--- config.mk ---
export PLATFORM = sky130hd
export DESIGN_NAME = pixel_stream_tx
export DESIGN_NICKNAME = d
export VERILOG_FILES = /design/src/rtl/video_pkg.sv /design/src/rtl/pix_fifo.sv /design/src/rtl/pixel_stream_tx.sv
export SDC_FILE = /design/constraint.sdc
export NUM_CORES = 1
export LEC_CHECK = 0
export ABC_CLOCK_PERIOD_IN_PS = 2900
export CORE_MARGIN = 2
export CORE_UTILIZATION = 56
export CTS_CLUSTER_SIZE = 10
export DETAILED_ROUTE_END_ITERATION = 8
export GPL_TIMING_DRIVEN = 0
export PLACE_DENSITY_LB_ADDON = 0.08
export REMOVE_ABC_BUFFERS = 1
export SKIP_LAST_GASP = 1
export SYNTH_ARGS = -nofsm -noshare
export SYNTH_HDL_FRONTEND = slang
export SYNTH_HIERARCHICAL = 1
export SYNTH_SLANG_ARGS = --single-unit
--- constraint.sdc ---
create_clock -name clock -period 2.9 [get_ports clock]
set_input_delay 0.87 -clock clock [delete_from_list [all_inputs] [get_ports clock]]
set_output_delay 0.87 -clock clock [all_outputs]
set_load 0.005 [all_outputs]
--- src/rtl/video_pkg.sv ---
// rtl/video_pkg.sv - shared pixel width, default raster size, tx state encoding
package video_pkg;

  localparam int PIX_W      = 10;
  localparam int DEF_SIZE_X = 800;
  localparam int DEF_SIZE_Y = 600;

  typedef enum logic [1:0] {IDLE, ACTIVE, HBLANK, VBLANK} tx_state_t;

  // Counter width for a bound of n states; never collapses to zero bits.
  function automatic int cnt_w(input int n);
    return (n > 1) ? $clog2(n) : 1;
  endfunction

endpackage

--- src/rtl/pix_fifo.sv ---
// rtl/pix_fifo.sv - synchronous show-ahead FIFO, power-of-2 depth
module pix_fifo #(
  parameter int WIDTH = 10,
  parameter int DEPTH = 4
) (
  input  logic             clock,
  input  logic             reset_n,
  input  logic             push,
  input  logic             pop,
  input  logic [WIDTH-1:0] din,
  output logic [WIDTH-1:0] dout,
  output logic             full,
  output logic             empty
);

  localparam int AW = (DEPTH > 1) ? $clog2(DEPTH) : 1;

  // One extra pointer bit distinguishes full from empty.
  logic [AW:0]      wr_q, wr_d, rd_q, rd_d;
  logic [WIDTH-1:0] mem_q [DEPTH];
  logic             do_push, do_pop;

  assign do_push = push && !full;
  assign do_pop  = pop && !empty;
  assign empty   = (wr_q == rd_q);
  assign full    = (wr_q[AW] != rd_q[AW]) && (wr_q[AW-1:0] == rd_q[AW-1:0]);
  assign dout    = mem_q[rd_q[AW-1:0]];

  always_comb begin
    wr_d = wr_q;
    rd_d = rd_q;
    if (do_push) wr_d = wr_q + 1'b1;
    if (do_pop)  rd_d = rd_q + 1'b1;
  end

  always_ff @(posedge clock) begin
    if (!reset_n) begin
      wr_q <= '0;
      rd_q <= '0;
    end else begin
      wr_q <= wr_d;
      rd_q <= rd_d;
    end
  end

  always_ff @(posedge clock) begin
    if (do_push) mem_q[wr_q[AW-1:0]] <= din;
  end

endmodule

--- src/rtl/pixel_stream_tx.sv ---
// rtl/pixel_stream_tx.sv - raster pixel transmitter with blanking and underflow flag
// TEST_PATTERN_EN adds pattern_sel to replace FIFO pixels with an x^y test pattern.
module pixel_stream_tx
  import video_pkg::*;
#(
  parameter int SIZE_X     = DEF_SIZE_X,
  parameter int SIZE_Y     = DEF_SIZE_Y,
  parameter int HBLANK     = 16,
  parameter int VBLANK     = 4,
  parameter int FIFO_DEPTH = 4
) (
  input  logic             clock,
  input  logic             reset_n,
  input  logic             enable,
`ifdef TEST_PATTERN_EN
  input  logic             pattern_sel,
`endif
  input  logic [PIX_W-1:0] s_pix,
  input  logic             s_valid,
  output logic             s_ready,
  output logic [PIX_W-1:0] pix_out,
  output logic             control,
  output logic             sof,
  output logic             eol,
  output logic             underflow,
  output logic             busy
);

  localparam int XW   = cnt_w(SIZE_X);
  localparam int YW   = cnt_w(SIZE_Y);
  localparam int HW   = cnt_w(HBLANK);
  localparam int VLEN = VBLANK * (SIZE_X + HBLANK);
  localparam int VW   = cnt_w(VLEN);

  localparam logic [XW-1:0] X_LAST = XW'(SIZE_X - 1);
  localparam logic [YW-1:0] Y_LAST = YW'(SIZE_Y - 1);
  localparam logic [HW-1:0] H_LAST = HW'(HBLANK - 1);
  localparam logic [VW-1:0] V_LAST = VW'(VLEN - 1);

  tx_state_t        state_q, state_d;
  logic [XW-1:0]    x_q, x_d;
  logic [YW-1:0]    y_q, y_d;
  logic [HW-1:0]    h_q, h_d;
  logic [VW-1:0]    v_q, v_d;
  logic [PIX_W-1:0] pix_q, pix_d;
  logic             control_q, control_d;
  logic             sof_q, sof_d;
  logic             eol_q, eol_d;
  logic             underflow_q, underflow_d;
  logic             busy_q, busy_d;

  logic             pop, push, fifo_full, fifo_empty;
  logic [PIX_W-1:0] fifo_dout;
  logic             pat_on, start_ok;
  logic [PIX_W-1:0] pat_pix;

  assign s_ready = reset_n && !fifo_full;
  assign push    = s_valid && s_ready;

  pix_fifo #(.WIDTH(PIX_W), .DEPTH(FIFO_DEPTH)) u_fifo (
    .clock   (clock),
    .reset_n (reset_n),
    .push    (push),
    .pop     (pop),
    .din     (s_pix),
    .dout    (fifo_dout),
    .full    (fifo_full),
    .empty   (fifo_empty)
  );

`ifdef TEST_PATTERN_EN
  logic pat_q, pat_d;
  assign pat_on   = pat_q;
  assign pat_pix  = {8'(x_q) ^ 8'(y_q), 2'b00};
  assign start_ok = enable;
`else
  assign pat_on   = 1'b0;
  assign pat_pix  = '0;
  assign start_ok = enable && !fifo_empty;
`endif

  always_comb begin : next_state_logic
    logic start_frame;
    logic frame_done;
    start_frame = 1'b0;
    frame_done  = 1'b0;
    state_d     = state_q;
    x_d         = x_q;
    y_d         = y_q;
    h_d         = h_q;
    v_d         = v_q;
    pix_d       = '0;
    control_d   = 1'b0;
    sof_d       = 1'b0;
    eol_d       = 1'b0;
    underflow_d = underflow_q;
    pop         = 1'b0;
`ifdef TEST_PATTERN_EN
    pat_d       = pat_q;
`endif
    case (state_q)
      video_pkg::IDLE: begin
        if (start_ok) begin
          start_frame = 1'b1;
          underflow_d = 1'b0;
        end
      end
      video_pkg::ACTIVE: begin
        control_d = 1'b1;
        sof_d     = (x_q == '0) && (y_q == '0);
        eol_d     = (x_q == X_LAST);
        if (pat_on) begin
          pix_d = pat_pix;
        end else if (!fifo_empty) begin
          pop   = 1'b1;
          pix_d = fifo_dout;
        end else begin
          // Keep counting through an empty FIFO so downstream windows stay aligned.
          underflow_d = 1'b1;
        end
        if (x_q == X_LAST) begin
          x_d     = '0;
          h_d     = '0;
          state_d = video_pkg::HBLANK;
        end else begin
          x_d = x_q + 1'b1;
        end
      end
      video_pkg::HBLANK: begin
        if (h_q == H_LAST) begin
          if (y_q != Y_LAST) begin
            y_d     = y_q + 1'b1;
            state_d = video_pkg::ACTIVE;
          end else if (VBLANK > 0) begin
            v_d     = '0;
            state_d = video_pkg::VBLANK;
          end else begin
            frame_done = 1'b1;
          end
        end else begin
          h_d = h_q + 1'b1;
        end
      end
      video_pkg::VBLANK: begin
        if (v_q == V_LAST) frame_done = 1'b1;
        else               v_d = v_q + 1'b1;
      end
      default: state_d = video_pkg::IDLE;
    endcase

    if (frame_done) begin
      if (enable) start_frame = 1'b1;
      else        state_d = video_pkg::IDLE;
    end
    if (start_frame) begin
      state_d = video_pkg::ACTIVE;
      x_d     = '0;
      y_d     = '0;
`ifdef TEST_PATTERN_EN
      pat_d   = pattern_sel;
`endif
    end
    busy_d = (state_d != video_pkg::IDLE);
  end

  always_ff @(posedge clock) begin
    if (!reset_n) begin
      state_q     <= video_pkg::IDLE;
      x_q         <= '0;
      y_q         <= '0;
      h_q         <= '0;
      v_q         <= '0;
      pix_q       <= '0;
      control_q   <= 1'b0;
      sof_q       <= 1'b0;
      eol_q       <= 1'b0;
      underflow_q <= 1'b0;
      busy_q      <= 1'b0;
`ifdef TEST_PATTERN_EN
      pat_q       <= 1'b0;
`endif
    end else begin
      state_q     <= state_d;
      x_q         <= x_d;
      y_q         <= y_d;
      h_q         <= h_d;
      v_q         <= v_d;
      pix_q       <= pix_d;
      control_q   <= control_d;
      sof_q       <= sof_d;
      eol_q       <= eol_d;
      underflow_q <= underflow_d;
      busy_q      <= busy_d;
`ifdef TEST_PATTERN_EN
      pat_q       <= pat_d;
`endif
    end
  end

  assign pix_out   = pix_q;
  assign control   = control_q;
  assign sof       = sof_q;
  assign eol       = eol_q;
  assign underflow = underflow_q;
  assign busy      = busy_q;

endmodule

==> flow_summary.json, run 1 <==
{
  "worst_slew_margin_rel_pct": 37.7,
  "nFillCells": 621,
  "clock-root-buffer": "sky130_fd_sc_hd__clkbuf_8",
  "rsz_0062_raised_after_global_routing": "false",
  "inserted_clock_buffers": 9,
  "power-per-cell-area_mw_per_mm2": 502,
  "post_drt_wl_per_cell_um": 15.2,
  "clk_path_buf_depth": 2,
  "p_clk_share_pct": 34.3,
  "initial_core_util_pct": 58.6,
  "post_synth_instance_area_mm2": 0.00458,
  "critPathCaptureType": "primary output",
  "die-width_um": 94.4,
  "timing.hold.worst.start": "h_q[1]",
  "global_route_wire_length_before_repair_um": 14700,
  "vias_per_cell": 5.72,
  "final.period_utilization_pct": 96.0,
  "whs_ps": 494,
  "ys_ff_latch": 101,
  "syn-instance-count": 413,
  "antenna_violations_before_repair": 0,
  "crit_arrival_ps": 1910,
  "fp-row-count": 32,
  "tot_gr_track_use_pct": 21.0,
  "final-hold-violation-count": 0,
  "hpwlAfterDp_um": 5780,
  "crit_path_kind": "in -> out",
  "max_clock_freq_mhz": 359,
  "design_power_total_mw": 2.60,
  "clk_pin_slew_worst_paths_ps": 100,
  "internal_power_mw": 1.94,
  "port_buffers": 29,
  "p_switching_mw": 0.663,
  "postCtsHoldBufs": 0,
  "drc": 0,
  "routabilityCongestion": 0.819,
  "antenna_cells": 0,
  "largest_net_degree_at_the_start_of_global_routing": 33,
  "setup_viol": 0,
  "outcome": "completed",
  "power_leakage_nw": 1.76,
  "finish.net_count": 470,
  "setup.worst_path.start": "reset_n",
  "regArea_mm2": 0.00243,
  "postRouteAntennaNets": 0,
  "fin_worst_skew_ps": 16.4,
  "dr.pass1.iters": 4,
  "first_global_vias": 3108,
  "clock_insertion_delay_worst_skew_ps": 360,
  "drive_above_1_share_pct": 11.2,
  "die_area_mm2": 0.00891,
  "time_the_worst_path_needs_with_i_o_delays_and_setup_ps": 2780,
  "synthesis_warnings": 6,
  "synthesis.area_per_instance_um2": 11.1,
  "asyncSetResetFlopFracSynth_pct": 0,
  "initialDrtViolationCount": 100,
  "area_growth_syn_to_layout_pct": 13.1,
  "worst_r2r_startpoint": "state_q[0]",
  "path_max_fanout": 32,
  "synth_cell_type_count": 58,
  "ios": 30,
  "power.combinational.fraction_pct": 6.9,
  "hold_class": "reg -> reg",
  "synth_flop_cell": "sky130_fd_sc_hd__dfxtp_1",
  "yosysSeqAreaShare_pct": 52.9,
  "cts_num_sinks": 101,
  "dr_total_vias": 3133,
  "die-height_um": 94.4,
  "max_cap_viol_count": 0,
  "timing.critical_path.required_ps": 2030,
  "seq_pwr_share_pct": 58.8,
  "core_area_mm2": 0.00781,
  "vdd_drop_max_v": 0.000326,
  "ctsHtreeMaxLevel": 3,
  "tightestPinTransition_ps": 931,
  "number_of_enable_flip_flop_cells_after_synthesis": 40,
  "total_grt_overflow": 0,
  "area_of_the_multi_input_gates_mm2": 0.00207,
  "drt_wl_total_um": 8350,
  "slew_violations": 0,
  "switching_share_pct": 25.5,
  "cts_tree": "done",
  "start_kind": "primary input"
}
-- cells by family (layout without fill, tap and decap cells) --
| family | Yosys count | count (layout) | synth area share, % |
|---|---|---|---|
| compound gates | 59 | 59 | 9.57 |
| xor+xnor | 22 | 22 | 4.21 |
| fa+ha+maj | 15 | 15 | 4.10 |
| buf+inv | 27 | 60 | 2.71 |
| flops | 101 | 101 | 52.9 |
| mux | 12 | 12 | 5.38 |
| simple gates | 177 | 177 | 21.1 |
-- metrics by stage --
step                      std cells  utilization (%)  cell area (um^2)  setup TNS [ps]  setup slack, ps
final                           548             66.3              5180               0              115
after global placement          531             63.1              4920          -43920             -937
after global routing            548             66.3              5180               0             30.2
after floorplan                 400                -              4510               0              679
after detailed placement        531             63.1              4920          -48060             -997
after CTS                       547             66.0              5150               0             2.36
-- final timing paths --
check                 end  slack (ps)  cells past startpoint
setup reg to reg   x_q[2]         360                      6
hold reg to reg    h_q[1]         490                      2
hold / removal     h_q[1]         490                      2
setup / recovery  s_ready         120                      3
-- critical path, stage by stage --
cell and delay, ps:
sky130_fd_sc_hd__buf_4 290, sky130_fd_sc_hd__nor2b_1 220, sky130_fd_sc_hd__clkdlybuf4s50_1 520
-- synth_stat cells, drive strengths merged (2+ instances only) --
library cell,count,area share (%)
clkbuf,7,0.66
ha,15,4.1
nand3b,6,0.98
xnor2,6,1.1
inv,14,1.1
nand4,9,1.2
a21oi,10,1.1
nand3,24,2.7
nand2b,6,0.82
o221a,6,1.5
nor4,6,1.1
xor2,16,3.1
and3,9,1.3
and2,19,2.6
and4,2,0.38
nor3b,4,0.77
o21a,3,0.49
nor2,31,2.5
o21ai,15,1.6
buf,6,0.90
a41oi,4,0.77
or3,2,0.27
or4,3,0.57
nor2b,4,0.55
mux4,10,4.9
a211o,4,0.77
edfxtp,40,26
a31oi,3,0.41
nor3,14,1.5
a21boi,4,0.66
nand2,32,2.6
o211ai,3,0.49
dfxtp,61,27
or2,2,0.27
-- sequential cells by signal, summed over array words and instances (netlist names), 3 cells and up, named ones only --
name and flops:
y_q 10, x_q 10, u_fifo/rd_q 3, h_q 4
pix_out 10, u_fifo/wr_q 3, u_fifo/mem_q 40, v_q 12
-- power groups by stage --
stage,Sequential [mW],Combinational [mW],Clock (mW)
final,1.53,0.180,0.892
after global routing,1.53,0.199,0.983
after CTS,1.53,0.178,0.923
after detailed placement,1.56,0.177,0
after global placement,1.56,0.175,0
after floorplan,1.55,0.109,0
-- cells in the final DEF (no fill, tap or decap), types with 6 or more instances in the layout --
cell type and instances:
sky130_fd_sc_hd__nor2_1 31, sky130_fd_sc_hd__xor2_1 14, sky130_fd_sc_hd__inv_1 14, sky130_fd_sc_hd__and2_1 19
sky130_fd_sc_hd__nand2_1 32, sky130_fd_sc_hd__nand4_1 9, sky130_fd_sc_hd__and3_1 8, sky130_fd_sc_hd__edfxtp_1 40
sky130_fd_sc_hd__dfxtp_1 57, sky130_fd_sc_hd__ha_1 15, sky130_fd_sc_hd__nor3_1 14, sky130_fd_sc_hd__o221a_2 6
sky130_fd_sc_hd__nand2b_1 6, sky130_fd_sc_hd__nand3b_1 6, sky130_fd_sc_hd__mux4_2 10, sky130_fd_sc_hd__o21ai_0 14
sky130_fd_sc_hd__nand3_1 23, sky130_fd_sc_hd__clkbuf_8 9, sky130_fd_sc_hd__a21oi_1 10, sky130_fd_sc_hd__clkdlybuf4s50_1 28
-- cell type report --
| type | count | share of cell area (%) |
|---|---|---|
| Timing Repair Buffer | 30 | 5.65 |
| Tap cell | 102 | 2.46 |
| Clock buffer | 9 | 2.39 |
| Multi-Input combinational cell | 285 | 39.9 |
| Inverter | 14 | 1.01 |
| Clock inverter | 7 | 1.72 |
| Sequential cell | 101 | 46.9 |
-- repair_timing --
item                       in CTS  in global routing
setup buffers                   0                  0
gates resized for setup         8                  6
setup endpoints to repair      52                  6
-- metal layers --
layer / GRT usage (%) / wire length, um / vias up
met2: 35.1 / 4090 / 48
met5: 0 / 0 / -
met4: 6.88 / 119 / 0
li1: - / - / 1577
met1: 27.7 / 3910 / 1496
met3: 4.39 / 224 / 12
Note: power is estimated with default switching activity, not from simulation.
==> run 2: changes to the inputs <==
--- a/config.mk
+++ b/config.mk
@@ -14,6 +14,7 @@
 export PLACE_DENSITY_LB_ADDON = 0.08
 export REMOVE_ABC_BUFFERS = 1
 export SKIP_LAST_GASP = 1
+export SLEW_MARGIN = 20
 export SYNTH_ARGS = -nofsm -noshare
 export SYNTH_HDL_FRONTEND = slang
 export SYNTH_HIERARCHICAL = 1
==> flow_summary.json, run 2 (synthesized netlist as in run 1, its figures left out) <==
{
  "post_drt_wl_per_cell_um": 15.2,
  "finish.net_count": 469,
  "drc": 0,
  "vdd_drop_max_v": 0.000327,
  "final_cell_area_mm2": 0.00517,
  "largest_net_degree_at_the_start_of_global_routing": 33,
  "setup_viol": 0,
  "clock_insertion_delay_worst_skew_ps": 360,
  "post_layout_utilization_of_the_core_pct": 66.3,
  "initial_core_util_pct": 58.6,
  "die-height_um": 94.4,
  "first_global_vias": 3113,
  "groute.layer.met3.usage_pct": 4.39,
  "drive_above_1_share_pct": 11.0,
  "rsz_0062_raised_after_global_routing": "false",
  "inserted_clock_buffers": 9,
  "postRouteAntennaNets": 0,
  "vias_per_cell": 5.71,
  "start_kind": "primary input",
  "timing.critical_path.max_delay_family": "buffers and inverters",
  "max_cap_viol_count": 0,
  "worst_path_largest_cell_delay_ps": 520,
  "global_route_wire_length_before_repair_um": 14700,
  "core_area_mm2": 0.00781,
  "path_max_fanout": 32,
  "crit_path_kind": "in -> out",
  "worstPathCellList": "buf_4 -> nor2b_1 -> clkdlybuf4s50_1",
  "timing.critical_path.required_ps": 2030,
  "antenna_cells": 0,
  "final_cells": 547,
  "power_leakage_nw": 1.75,
  "power-per-cell-area_mw_per_mm2": 502,
  "slew_violations": 0,
  "place_area_mm2": 0.00492,
  "met1_resource_use_gr_pct": 27.7,
  "critPathCaptureType": "primary output",
  "grt_use_met2_pct": 35.1,
  "wp_buf_inv": 2,
  "cts_num_sinks": 101,
  "final-hold-violation-count": 0,
  "crit_arrival_ps": 1910,
  "fin_worst_skew_ps": 16.3,
  "critical_path.slowest_cell": "sky130_fd_sc_hd__clkdlybuf4s50_1",
  "max_clock_freq_mhz": 360,
  "port_buffers": 29,
  "placed_cells_incl_taps": 531,
  "mostFrequentLayoutCells": "sky130_fd_sc_hd__dfxtp_1, sky130_fd_sc_hd__edfxtp_1, sky130_fd_sc_hd__nand2_1",
  "routabilityCongestion": 0.819,
  "post_cts_buffers": 0,
  "hold_class": "reg -> reg",
  "worst_slew_margin_rel_pct": 37.8,
  "total_grt_overflow": 0,
  "initialDrtViolationCount": 100,
  "largest_register_ffs": 40,
  "clk_path_buf_depth": 2,
  "clock-root-buffer": "sky130_fd_sc_hd__clkbuf_8",
  "hpwlAfterDp_um": 5780,
  "ctsHtreeMaxLevel": 3,
  "time_the_worst_path_needs_with_i_o_delays_and_setup_ps": 2780,
  "layout.cells.most_common": "sky130_fd_sc_hd__dfxtp_1",
  "clk_pin_slew_worst_paths_ps": 100,
  "tightestPinTransition_ps": 930,
  "tns_ps": 0,
  "die_area_mm2": 0.00891,
  "tot_gr_track_use_pct": 21.1,
  "outcome": "completed",
  "final.period_utilization_pct": 95.9,
  "dr.pass1.iters": 4,
  "ios": 30,
  "drt_wl_total_um": 8330,
  "area_growth_syn_to_layout_pct": 13.0,
  "fp-row-count": 32,
  "die-width_um": 94.4,
  "antenna_violations_before_repair": 0,
  "grt_most_used_layer": "met2",
  "dr_total_vias": 3122,
  "design_power_total_mw": 2.60,
  "cts_tree": "done"
}
run 2: what timing repair did:
| item | CTS | global route |
|---|---|---|
| setup endpoints to repair | 52 | 6 |
| hold buffers | 0 | 0 |
| hold endpoints to repair | 0 | 0 |
| gates resized for setup | 8 | 6 |
| cloned | 0 | 0 |
run 2: worst reg2reg max path, cell delays in order, from the launching register on:
cell,delay (ps)
sky130_fd_sc_hd__dfxtp_1,410
sky130_fd_sc_hd__ha_1,450
sky130_fd_sc_hd__nor4bb_1,400
sky130_fd_sc_hd__and4_1,290
sky130_fd_sc_hd__o21a_1,130
sky130_fd_sc_hd__nand2b_1,600
sky130_fd_sc_hd__nor2_1,130
run 2: cell type report:
cell class                 instances  area (um^2)
clock buffer                       9          124
clock inverter                     7         88.8
fill                             621         2630
inverter                          14         52.6
multi-input combinational        285         2070
sequential                       101         2430
tap                              102          128
timing repair buffer              29          288
run 2: report_power, final:
| part | leakage, nW | total [mW] | switching (mW) | internal, mW |
|---|---|---|---|---|
| Sequential | 0.857 | 1.53 | 0.0252 | 1.50 |
| Combinational | 0.791 | 0.180 | 0.0959 | 0.0839 |
| Clock | 0.106 | 0.891 | 0.541 | 0.350 |
run 2: final timing paths:
kind | cells past startpoint | slack, ps | start | to
max | 3 | 120 | reset_n | s_ready
max reg2reg | 6 | 350 | state_q[0] | x_q[2]
min reg2reg | 2 | 490 | h_q[1] | h_q[1]
min | 2 | 490 | h_q[1] | h_q[1]
run 2: per-layer routing:
layer | vias up | share of wire [%] | wire (um)
li1 | 1577 | - | -
met1 | 1485 | 47 | 3890
met2 | 48 | 49 | 4100
met3 | 12 | 2.7 | 228
met4 | 0 | 1.4 | 119
met5 | - | 0 | 0
run 2: through the flow:
stage / hold WS, ps / setup WS [ps]
2_1_floorplan: 452 / 679
3_3_place_gp: 469 / -937
3_5_place_dp: 484 / -997
4_1_cts: 497 / 2.36
5_1_grt: 528 / 30.2
6_report: 494 / 119
==> run 3: changes to the inputs <==
--- a/config.mk
+++ b/config.mk
@@ -6,11 +6,13 @@
 export NUM_CORES = 1
 export LEC_CHECK = 0
 export ABC_CLOCK_PERIOD_IN_PS = 2900
+export CORE_ASPECT_RATIO = 0.6
 export CORE_MARGIN = 2
 export CORE_UTILIZATION = 56
 export CTS_CLUSTER_SIZE = 10
 export DETAILED_ROUTE_END_ITERATION = 8
 export GPL_TIMING_DRIVEN = 0
+export MAX_ROUTING_LAYER = met4
 export PLACE_DENSITY_LB_ADDON = 0.08
 export REMOVE_ABC_BUFFERS = 1
 export SKIP_LAST_GASP = 1
==> flow_summary.json, run 3 (synthesized netlist as in run 1, its figures left out) <==
{
  "outcome": "completed",
  "finish.net_count": 469,
  "clk_path_buf_depth": 2,
  "crit_arrival_ps": 1880,
  "setup_viol": 0,
  "power_leakage_nw": 1.81,
  "slew_violations": 0,
  "time_the_worst_path_needs_with_i_o_delays_and_setup_ps": 2750,
  "antenna_cells": 0,
  "routabilityCongestion": 0.841,
  "total_grt_overflow": 0,
  "dr_total_vias": 3276,
  "crit_path_kind": "in -> out",
  "critPathCaptureType": "primary output",
  "tightestPinTransition_ps": 1060,
  "first_global_vias": 2887,
  "post_drt_wl_per_cell_um": 16.4,
  "layout.cells.most_common": "sky130_fd_sc_hd__dfxtp_1",
  "start_kind": "primary input",
  "largest_net_degree_at_the_start_of_global_routing": 33,
  "port_buffers": 29,
  "clock-root-buffer": "sky130_fd_sc_hd__clkbuf_16",
  "postRouteAntennaNets": 0,
  "area_growth_syn_to_layout_pct": 15.7,
  "die_area_mm2": 0.00894,
  "initial_core_util_pct": 57.8,
  "postCtsHoldBufs": 0,
  "global_route_wire_length_before_repair_um": 14800,
  "mostFrequentLayoutCells": "sky130_fd_sc_hd__dfxtp_1, sky130_fd_sc_hd__edfxtp_1, sky130_fd_sc_hd__nand2_1",
  "worst_slew_margin_rel_pct": 29.3,
  "drc": 0,
  "dr.pass1.iters": 4,
  "rsz_0062_raised_after_global_routing": "false",
  "drive_above_1_share_pct": 11.0,
  "drt_wl_total_um": 9080,
  "path_max_fanout": 32,
  "final.period_utilization_pct": 94.9,
  "vdd_drop_max_v": 0.000375,
  "final-hold-violation-count": 0,
  "fp-row-count": 25,
  "pre_cts_ws_ps": -976,
  "setup_ws_ps": 149,
  "max_clock_freq_mhz": 364,
  "die-width_um": 121,
  "largest_register_ffs": 40,
  "cts_num_sinks": 101,
  "placed_cells_incl_taps": 537,
  "clk_pin_slew_worst_paths_ps": 70,
  "cts_tree": "done",
  "nFillCells": 620,
  "clock_insertion_delay_worst_skew_ps": 350,
  "inserted_clock_buffers": 9,
  "timing.critical_path.required_ps": 2030,
  "fin_worst_skew_ps": 3.26,
  "initialDrtViolationCount": 245,
  "max_cap_viol_count": 0,
  "power-per-cell-area_mw_per_mm2": 574,
  "ctsHtreeMaxLevel": 3,
  "hpwlAfterDp_um": 6160,
  "core_area_mm2": 0.00791,
  "hold_class": "reg -> reg",
  "vias_per_cell": 5.92,
  "die-height_um": 74.0,
  "final_cells": 553,
  "tot_gr_track_use_pct": 22.5,
  "antenna_violations_before_repair": 0,
  "ios": 30,
  "post_cts_buffers": 0
}
## run 3: cell types whose count changed in the layout (fill, tap and decap cells not counted)
cell / delta
sky130_fd_sc_hd__clkinv_8: -3
sky130_fd_sc_hd__inv_8: -1
sky130_fd_sc_hd__bufinv_16: +2
sky130_fd_sc_hd__clkinvlp_4: +1
sky130_fd_sc_hd__clkbuf_16: +9
sky130_fd_sc_hd__inv_6: +2
sky130_fd_sc_hd__clkinv_4: -1
sky130_fd_sc_hd__clkbuf_8: -9
## run 3: power breakdown
group / internal, mW / switching (mW) / leakage, nW / total (mW)
sequential: 1.50 / 0.0254 / 0.857 / 1.53
combinational: 0.0842 / 0.101 / 0.791 / 0.185
clock: 0.772 / 0.558 / 0.159 / 1.33
## run 3: critical path: stages
cell                              delay (ps)
sky130_fd_sc_hd__buf_4                   280
sky130_fd_sc_hd__nor2b_1                 200
sky130_fd_sc_hd__clkdlybuf4s50_1         520
## run 3: layout make-up
| type | count | area, um^2 | share of cell area, % |
|---|---|---|---|
| Clock buffer | 9 | 225 | 4.25 |
| Clock inverter | 7 | 105 | 1.98 |
| Inverter | 14 | 52.6 | 0.992 |
| Multi-Input combinational cell | 285 | 2070 | 39.0 |
| Sequential cell | 101 | 2430 | 45.8 |
| Tap cell | 108 | 135 | 2.55 |
| Timing Repair Buffer | 29 | 288 | 5.43 |
## run 3: per-stage QoR
step           total power [mW]  util, %  cell area [um^2]  hold WS [ps]  setup TNS (ps)
5_1_grt                    3.14     67.0              5300           505               0
3_5_place_dp               1.74     62.3              4930           477          -44340
3_3_place_gp               1.73     62.3              4930           470          -43420
4_1_cts                    3.06     66.8              5280           487               0
2_1_floorplan              1.66        -              4510           452               0
6_report                   3.04     67.0              5300           494               0
## run 3: worst paths after layout
path | end | cells past startpoint | slack [ps] | startpoint
max | s_ready | 3 | 150 | reset_n
min | x_q[5] | 2 | 490 | x_q[5]
max reg2reg | u_fifo/mem_q[3][9] | 6 | 340 | u_fifo/wr_q[2]
min reg2reg | x_q[5] | 2 | 490 | x_q[5]
## run 3: metal layers
metal,vias up,global-route usage [%],share of wire (%)
li1,1573,-,-
met1,1571,33.3,49
met2,120,29.7,42
met3,12,5.60,7.6
met4,0,8.27,1.2
met5,-,-,0
## run 3: timing repair
item,in CTS,in global routing
gates cloned,0,0
resized for setup,9,5
setup endpoints to repair,42,11
